[config.mk]
export PLATFORM = sky130hd
export DESIGN_NAME = i2c_bus_frontend
export DESIGN_NICKNAME = d
export VERILOG_FILES = /design/src/rtl/i2c_bus_frontend.sv
export SDC_FILE = /design/constraint.sdc
export NUM_CORES = 1
export LEC_CHECK = 0
export CORE_MARGIN = 3
export CORE_UTILIZATION = 48
export DETAILED_ROUTE_END_ITERATION = 10
export PLACE_DENSITY = 0.75
export SKIP_CTS_REPAIR_TIMING = 1
export SYNTH_ARGS = -nofsm -noshare
export SYNTH_HDL_FRONTEND = slang
export SYNTH_SLANG_ARGS = --single-unit
[constraint.sdc]
create_clock -name clk -period 1.71 [get_ports clk]
set_clock_uncertainty 0.05 [all_clocks]
set_input_delay 0.342 -clock clk [delete_from_list [all_inputs] [get_ports clk]]
set_output_delay 0.342 -clock clk [all_outputs]
set_load 0.02 [all_outputs]
[src/rtl/i2c_bus_frontend.sv]
// i2c_bus_frontend: synchronizes and deglitches SCL/SDA, detects START/STOP and SCL edges,
// and tracks bit count, received byte and address match for the I2C subordinate.
module i2c_bus_frontend #(
   parameter logic [6:0] ADDR = 7'h42,
   parameter int FILTER_LEN = 3
) (
   input  logic       clk,
   input  logic       rst_n,
   input  logic       scl_in,
   input  logic       sda_in,
   input  logic       read_ack,
   output logic       scl_filt,
   output logic       sda_filt,
   output logic       scl_rise,
   output logic       scl_fall,
   output logic       start_cond,
   output logic       stop_cond,
   output logic [3:0] clock_count,
   output logic       address_match,
   output logic       read_bit,
   output logic       write_bit,
   output logic       received_nack,
   output logic [7:0] rx_byte,
   output logic       rx_valid
);
   typedef enum logic [1:0] {S_IDLE, S_ADDR, S_DATA} state_t;
   localparam logic [3:0] FL_MAX = 4'(FILTER_LEN - 1);
   logic [1:0] scl_sync, sda_sync;
   logic [3:0] scl_cnt, sda_cnt;
   logic scl_d, sda_d;
   logic [7:0] shreg, sh_nx;
   logic d_rise, d_fall, d_start, d_stop;
   state_t state, state_nx;
   always_ff @(posedge clk or negedge rst_n)
      if (!rst_n) begin
         scl_sync <= 2'b11;
         sda_sync <= 2'b11;
         scl_filt <= 1'b1;
         sda_filt <= 1'b1;
         scl_cnt <= '0;
         sda_cnt <= '0;
         scl_d <= 1'b1;
         sda_d <= 1'b1;
      end else begin
         scl_sync <= {scl_sync[0], scl_in};
         sda_sync <= {sda_sync[0], sda_in};
         scl_d <= scl_filt;
         sda_d <= sda_filt;
         if (scl_sync[1] == scl_filt) scl_cnt <= '0;
         else if (scl_cnt == FL_MAX) begin
            scl_filt <= scl_sync[1];
            scl_cnt <= '0;
         end else scl_cnt <= scl_cnt + 4'd1;
         if (sda_sync[1] == sda_filt) sda_cnt <= '0;
         else if (sda_cnt == FL_MAX) begin
            sda_filt <= sda_sync[1];
            sda_cnt <= '0;
         end else sda_cnt <= sda_cnt + 4'd1;
      end
   // Events are derived from the filtered lines one cycle late, so an SCL change masks START/STOP.
   always_comb begin
      d_rise = scl_filt & ~scl_d;
      d_fall = ~scl_filt & scl_d;
      d_start = scl_filt & scl_d & sda_d & ~sda_filt;
      d_stop = scl_filt & scl_d & ~sda_d & sda_filt;
      sh_nx = {shreg[6:0], sda_filt};
      state_nx = d_start ? S_ADDR :
                 d_stop ? S_IDLE :
                 (d_rise && state == S_ADDR && clock_count == 4'd8) ? S_DATA : state;
   end
   always_ff @(posedge clk or negedge rst_n)
      if (!rst_n) state <= S_IDLE;
      else state <= state_nx;
   always_ff @(posedge clk or negedge rst_n)
      if (!rst_n) begin
         scl_rise <= 1'b0;
         scl_fall <= 1'b0;
         start_cond <= 1'b0;
         stop_cond <= 1'b0;
         clock_count <= '0;
         address_match <= 1'b0;
         read_bit <= 1'b0;
         write_bit <= 1'b0;
         received_nack <= 1'b0;
         shreg <= '0;
         rx_byte <= '0;
         rx_valid <= 1'b0;
      end else begin
         scl_rise <= d_rise;
         scl_fall <= d_fall;
         start_cond <= d_start;
         stop_cond <= d_stop;
         rx_valid <= 1'b0;
         if (d_start || d_stop) begin
            clock_count <= '0;
            address_match <= 1'b0;
            read_bit <= 1'b0;
            write_bit <= 1'b0;
            received_nack <= 1'b0;
         end else if (d_rise && state != S_IDLE) begin
            if (clock_count == 4'd8) begin
               clock_count <= '0;
               if (read_ack && sda_filt) received_nack <= 1'b1;
            end else begin
               shreg <= sh_nx;
               clock_count <= clock_count + 4'd1;
               if (clock_count == 4'd7) begin
                  rx_byte <= sh_nx;
                  rx_valid <= 1'b1;
                  if (state == S_ADDR) begin
                     address_match <= sh_nx[7:1] == ADDR;
                     read_bit <= sh_nx[0];
                     write_bit <= ~sh_nx[0];
                  end
               end
            end
         end
      end
endmodule

==> results of run 1 <==
-- synth_stat cells --
master     instances  area share [%]
nor2_1            13             2.6
o211ai_1           1            0.40
o22a_1             2            0.93
a21o_1             1            0.40
a21oi_1            2            0.53
nor3_4             1            0.86
nand3_1            6             1.6
dfrtp_1           38              50
xor2_1             3             1.4
nor3b_1            1            0.40
nor4_1             1            0.33
nand2b_1           1            0.33
xnor2_1            4             1.9
a211oi_1           1            0.40
nand4_1            1            0.33
ha_1               4             2.6
nor2b_1            2            0.66
o221ai_1           2            0.93
nor4b_1            2            0.93
inv_1              7             1.4
o22ai_1            1            0.33
nor3_1             1            0.26
dfstp_2            8              11
o21ai_0            6             1.6
and3_1             1            0.33
mux2i_1            4             2.1
nand4bb_1          1            0.60
or3b_2             1            0.46
nand2_1            7             1.4
buf_2              1            0.26
or4_1              2            0.79
or2_2              1            0.33
nand2b_2           1            0.46
a22oi_1            1            0.40
nand3b_1           2            0.79
mux2_2            16             9.5
-- final timing paths --
path                                         endpoint  depth (start not counted)
setup reg to reg               rx_byte[5]$_DFFE_PN0P_                          5
hold / removal                  scl_sync[1]$_DFF_PN1_                          0
max in group asynchronous             sda_d$_DFF_PN1_                          3
min in group asynchronous  clock_count[2]$_DFFE_PN0P_                          2
hold reg to reg                 scl_sync[1]$_DFF_PN1_                          0
setup / recovery                           rx_byte[5]                          1
-- per-layer routing --
metal	GRT usage (%)	wire length, um
met4	8.76	49
met2	28.4	1940
met3	4.70	152
met5	0	0
met1	20.7	1400
-- state kept, by name, indices dropped and copies added, names as in the netlist, 2 cells and up --
name / cells
rx_byte: 8
shreg: 7
clock_count: 4
scl_cnt: 4
sda_cnt: 4
scl_sync: 2
sda_sync: 2
state: 2
-- per-stage QoR --
| step | total power [W] | setup WS, ps | TNS (ps) |
|---|---|---|---|
| 3_5_place_dp | 0.00247 | 61.3 | 0 |
| 3_3_place_gp | 0.00242 | 116 | 0 |
| 5_1_grt | 0.00343 | 1.96 | 0 |
| 2_1_floorplan | 0.00204 | 44.3 | 0 |
| 6_report | 0.00323 | 58.6 | 0 |
| 4_1_cts | 0.00327 | -188 | -476 |
-- kinds of logic (layout without fill, tap and decap cells) --
logic type / Yosys count / after routing
flops: 46 / 46
simple gates: 45 / 45
mux: 20 / 20
xor+xnor: 7 / 7
fa+ha+maj: 4 / 4
compound gates: 17 / 17
buf+inv: 8 / 52
-- worst reg2reg max path, delay by kind of cell, from the launching register on --
| family | cells | cell delay (ps) |
|---|---|---|
| AND/OR/NAND/NOR | 2 | 400 |
| buffers and inverters | 1 | 150 |
| adder cells (fa/ha/maj) | 1 | 190 |
| multiplexers | 1 | 340 |
| flip-flops | 1 | 400 |
-- power by group through the flow --
stage,Sequential [W],Clock (W),Combinational [W]
floorplan,0.00158,0,0.000462
global placement,0.00150,0,0.000920
detailed placement,0.00152,0,0.000954
CTS,0.00150,0.000806,0.000962
global route,0.00154,0.000854,0.00104
finish,0.00150,0.000778,0.000952
-- area by class of cell --
cell class                 instances  area (um^2)  area share (%)
timing repair buffer              37          395            16.1
tap                               48         60.1            2.44
clock inverter                     2         37.5            1.53
sequential                        46         1160            47.4
clock buffer                       6         72.6            2.95
inverter                           7         26.3            1.07
multi-input combinational         93          702            28.6
==> results_dict.tcl, run 1 <==
set metrics [dict create \
    numCtsBuffers 5 \
    layout_commonest_cell "dfrtp_1" \
    numPortBuffers 27 \
    cpPeakStageDelay_ps 610 \
    fmax_ghz 0.606 \
    finalHoldViolCount 0 \
    path_class "flip-flop to output pin" \
    areaGrowthSynthToFinish_pct 30.1 \
    startpoint_type "flip-flop" \
    dieArea_um2 4730 \
    vdd_drop_max_mv 0.797 \
    path_delay_family "buffers and inverters" \
    leakagePower_nw 1.26 \
    start_util_pct 50.8 \
    netlist_instances 147 \
    rsz0062_at_grt "false" \
    final_area_um2 2460 \
    synth_xor_area_share_pct 3.25 \
    syn_avg_cell_area_um2 12.9 \
    yosysWarnings 0 \
    num-fill-cells 301 \
    drv_slew 0 \
    firstDrtPassIters 4 \
    die_y_um 68.7 \
    io_pins 28 \
    final_util_pct 66.1 \
    routedWlPerCell_um 14.8 \
    r2r_setup_slack_ps 60 \
    final_nets 199 \
    antenna_found_initial 0 \
    critical_path_arrival_ps 1260 \
    syn-num-nets 156 \
    period_share_pct 96.6 \
    synthAdderAreaFrac_pct 2.65 \
    end_kind "output pin" \
    vias_per_cell 5.32 \
    maxCapViolCount 0 \
    ant_nets 0 \
    placed_cells 230 \
    clkSinkCount 46 \
    gp_congestion 0.764 \
    hold_start "scl_sync[0]$_DFF_PN1_" \
    min_path_type "flip-flop to flip-flop" \
    worst_pin_slew_ps 453 \
    slowest_stage "clkdlybuf4s50_1" \
    final_cells 239 \
    synth_mux_area_share_pct 11.7 \
    remaining_drc_errors 0 \
    p_comb_share_pct 29.5 \
    power_frac_clock_pct 24.1 \
    slew_headroom_pct 69.7 \
    period_needed_ps 1650 \
    diodes 0 \
    cts_tree "built" \
    drive_gt1_share_pct 25.1 \
    cts-root-buf "clkbuf_8" \
    syn_area_um2 1890 \
    hpwl_um 2640 \
    synth_compound_area_share_pct 5.89 \
    seq_power_share_pct 46.5 \
    cp_data_required_time_ps 1320 \
    power.switching_w 0.00104 \
    gr-total-overflow 0 \
    grt_pass1_wl_um 5810 \
    die_w_um 68.7 \
    power.internal_w 0.00219 \
    synth_seq_cells 46 \
    cts_buffer_depth 2 \
    grt_max_degree 29 \
    layout_common_cells "dfrtp_1, mux2_2, clkdlybuf4s50_1" \
    synth-simple-area-share_pct 13.4 \
    grt_pass1_vias 1235 \
    status "completed" \
    clk_latency_ps 290 \
    cts.htree.levels 2 \
    synth_top_family_by_area "simple AND/OR/NAND/NOR gates" \
    grt_usage_pct 17.2 \
    drtIter0Drc 52 \
    powerDensity_nw_per_um2 1310 \
    row_count 22 \
    setup_viol 0 \
    rr_startpoint "clock_count[0]$_DFFE_PN0P_" \
    routed_wirelength_um 3540 \
    ys_types 36 \
    core-area_um2 3720 \
    path_max_fanout 2 \
    via_count 1272 \
    switching_share_pct 32.2 \
    clk_pin_slew_ps 80 \
    seq_area_frac_synth_pct 61.5 \
    crit_path_start "rx_byte[5]$_DFFE_PN0P_" \
    crit_chain "clkdlybuf4s50_1" \
    postPlaceCellArea_um2 2300 \
    path_buf_inv 1 \
    whs_ps 300 \
]
Note: power is estimated with default switching activity, not from simulation.
==> run 2: changes to the inputs <==
- RECOVER_POWER: not set -> 100
==> run 2 against run 1 <==
Count of clock-buffer cells in the layout stayed put. Clock power hardly changed. Register-to-register slack hardly changed. Largest cell class unchanged.
==> results_dict.tcl, run 2 (synthesis results as in run 1) <==
set metrics [dict create \
    antenna_found_initial 0 \
    areaGrowthSynthToFinish_pct 24.0 \
    p_comb_share_pct 28.2 \
    final_nets 199 \
    crit_chain "clkdlybuf4s50_1" \
    vias_per_cell 5.28 \
    hpwl_um 2640 \
    diodes 0 \
    layout_commonest_cell "dfrtp_1" \
    layout_common_cells "dfrtp_1, mux2_2, clkbuf_1" \
    remaining_drc_errors 0 \
    path_class "flip-flop to output pin" \
    drv_slew 0 \
    cts.htree.levels 2 \
    row_count 22 \
    top_register "rx_byte" \
    reg.largest.list "rx_byte (8), shreg (7)" \
    met3_length_um 180 \
    period_needed_ps 1650 \
    powerDensity_nw_per_um2 1350 \
    cpPeakStageDelay_ps 610 \
    switching_share_pct 32.7 \
    top_layer_used "met4" \
    grt_max_degree 29 \
    grt_usage_pct 17.2 \
    path_max_fanout 2 \
    end_kind "output pin" \
    fmax_ghz 0.605 \
    fin_setup_tns_ps 0 \
    dieArea_um2 4730 \
    cp_data_required_time_ps 1320 \
    via_count 1262 \
    gp_congestion 0.764 \
    grt_pass1_vias 1235 \
    final_area_um2 2340 \
    postPlaceCellArea_um2 2300 \
    die_w_um 68.7 \
    vdd_drop_max_mv 0.738 \
    clk_latency_ps 290 \
    wl_met2_um 1950 \
    largest_reg_flops 8 \
    min_path_type "flip-flop to flip-flop" \
    numPortBuffers 27 \
    cts_tree "built" \
    numCtsBuffers 5 \
    grt_pass1_wl_um 5810 \
    die_y_um 68.7 \
    slowest_stage "clkdlybuf4s50_1" \
    cts-root-buf "clkbuf_8" \
    drive_gt1_share_pct 23.0 \
    critical_path_arrival_ps 1260 \
    maxCapViolCount 0 \
    start_util_pct 50.8 \
    gr-total-overflow 0 \
    seq_power_share_pct 47.3 \
    finalHoldViolCount 0 \
    routedWlPerCell_um 14.8 \
    drtIter0Drc 56 \
    ant_nets 0 \
    slew_headroom_pct 60.2 \
    worst_pin_slew_ps 597 \
    wl_met1_um 1360 \
    leakagePower_nw 1.05 \
    routed_wirelength_um 3530 \
    io_pins 28 \
    clkSinkCount 46 \
    startpoint_type "flip-flop" \
    power.internal_w 0.00213 \
    status "completed" \
    power.switching_w 0.00104 \
    final_cells 239 \
    period_share_pct 96.7 \
    core-area_um2 3720 \
    firstDrtPassIters 4 \
    rsz0062_at_grt "false" \
    placed_cells 230 \
    power_frac_clock_pct 24.5 \
    clk_pin_slew_ps 80 \
    cts_buffer_depth 2 \
    setup_viol 0 \
    path_delay_family "buffers and inverters" \
    path_buf_inv 1 \
]
[run 2: cell types whose count changed in the layout (fill, tap and decap cells not counted)]
cell | before | now
clkdlybuf4s50_1 | 15 | 13
dlymetal6s2s_1 | 11 | 1
dlygate4sd3_1 | 1 | 3
dfstp_2 | 8 | 7
clkbuf_1 | 1 | 14
dfstp_1 | 0 | 1
buf_2 | 1 | 2
buf_12 | 2 | 1
buf_4 | 7 | 4
[run 2: power groups by stage]
stage | logic (W) | clock network, W | registers, W
after global placement | 0.000920 | 0 | 0.00150
after global routing | 0.000982 | 0.000854 | 0.00153
after detailed placement | 0.000954 | 0 | 0.00152
after floorplan | 0.000462 | 0 | 0.00158
final | 0.000893 | 0.000776 | 0.00150
after CTS | 0.000962 | 0.000806 | 0.00150
[run 2: path summary, 6_finish.rpt]
check	from	end	slack, ps	cells after the start
worst max register to register	clock_count[0]$_DFFE_PN0P_	rx_byte[5]$_DFFE_PN0P_	70	5
worst min-delay path	scl_sync[0]$_DFF_PN1_	scl_sync[1]$_DFF_PN1_	300	0
max in group asynchronous	rst_n	sda_cnt[0]$_DFF_PN0_	230	3
min in group asynchronous	rst_n	clock_count[2]$_DFFE_PN0P_	450	2
worst min register to register	scl_sync[0]$_DFF_PN1_	scl_sync[1]$_DFF_PN1_	300	0
worst max-delay path	rx_byte[5]$_DFFE_PN0P_	rx_byte[5]	60	1
[run 2: through the flow]
stage	power, W	hold WS [ps]	utilization (%)	worst slack, ps
floorplan	0.00204	-3.59	-	44.3
global placement	0.00242	252	62.0	116
detailed placement	0.00247	258	62.0	61.3
CTS	0.00327	-68.0	65.0	-188
global route	0.00337	314	63.1	1.82
finish	0.00317	302	63.1	57.0
[run 2: layout make-up]
cell class                 instances  area [um^2]
timing repair buffer              37          282
multi-input combinational         93          702
clock buffer                       6         72.6
sequential                        46         1160
inverter                           7         26.3
tap                               48         60.1
clock inverter                     2         37.5
fill                             321         1370
[run 2: per-layer routing]
layer	vias to the layer above	track usage, %
met5	-	0
met4	0	8.76
met3	2	4.70
met2	27	28.4
met1	631	20.7
li1	602	-
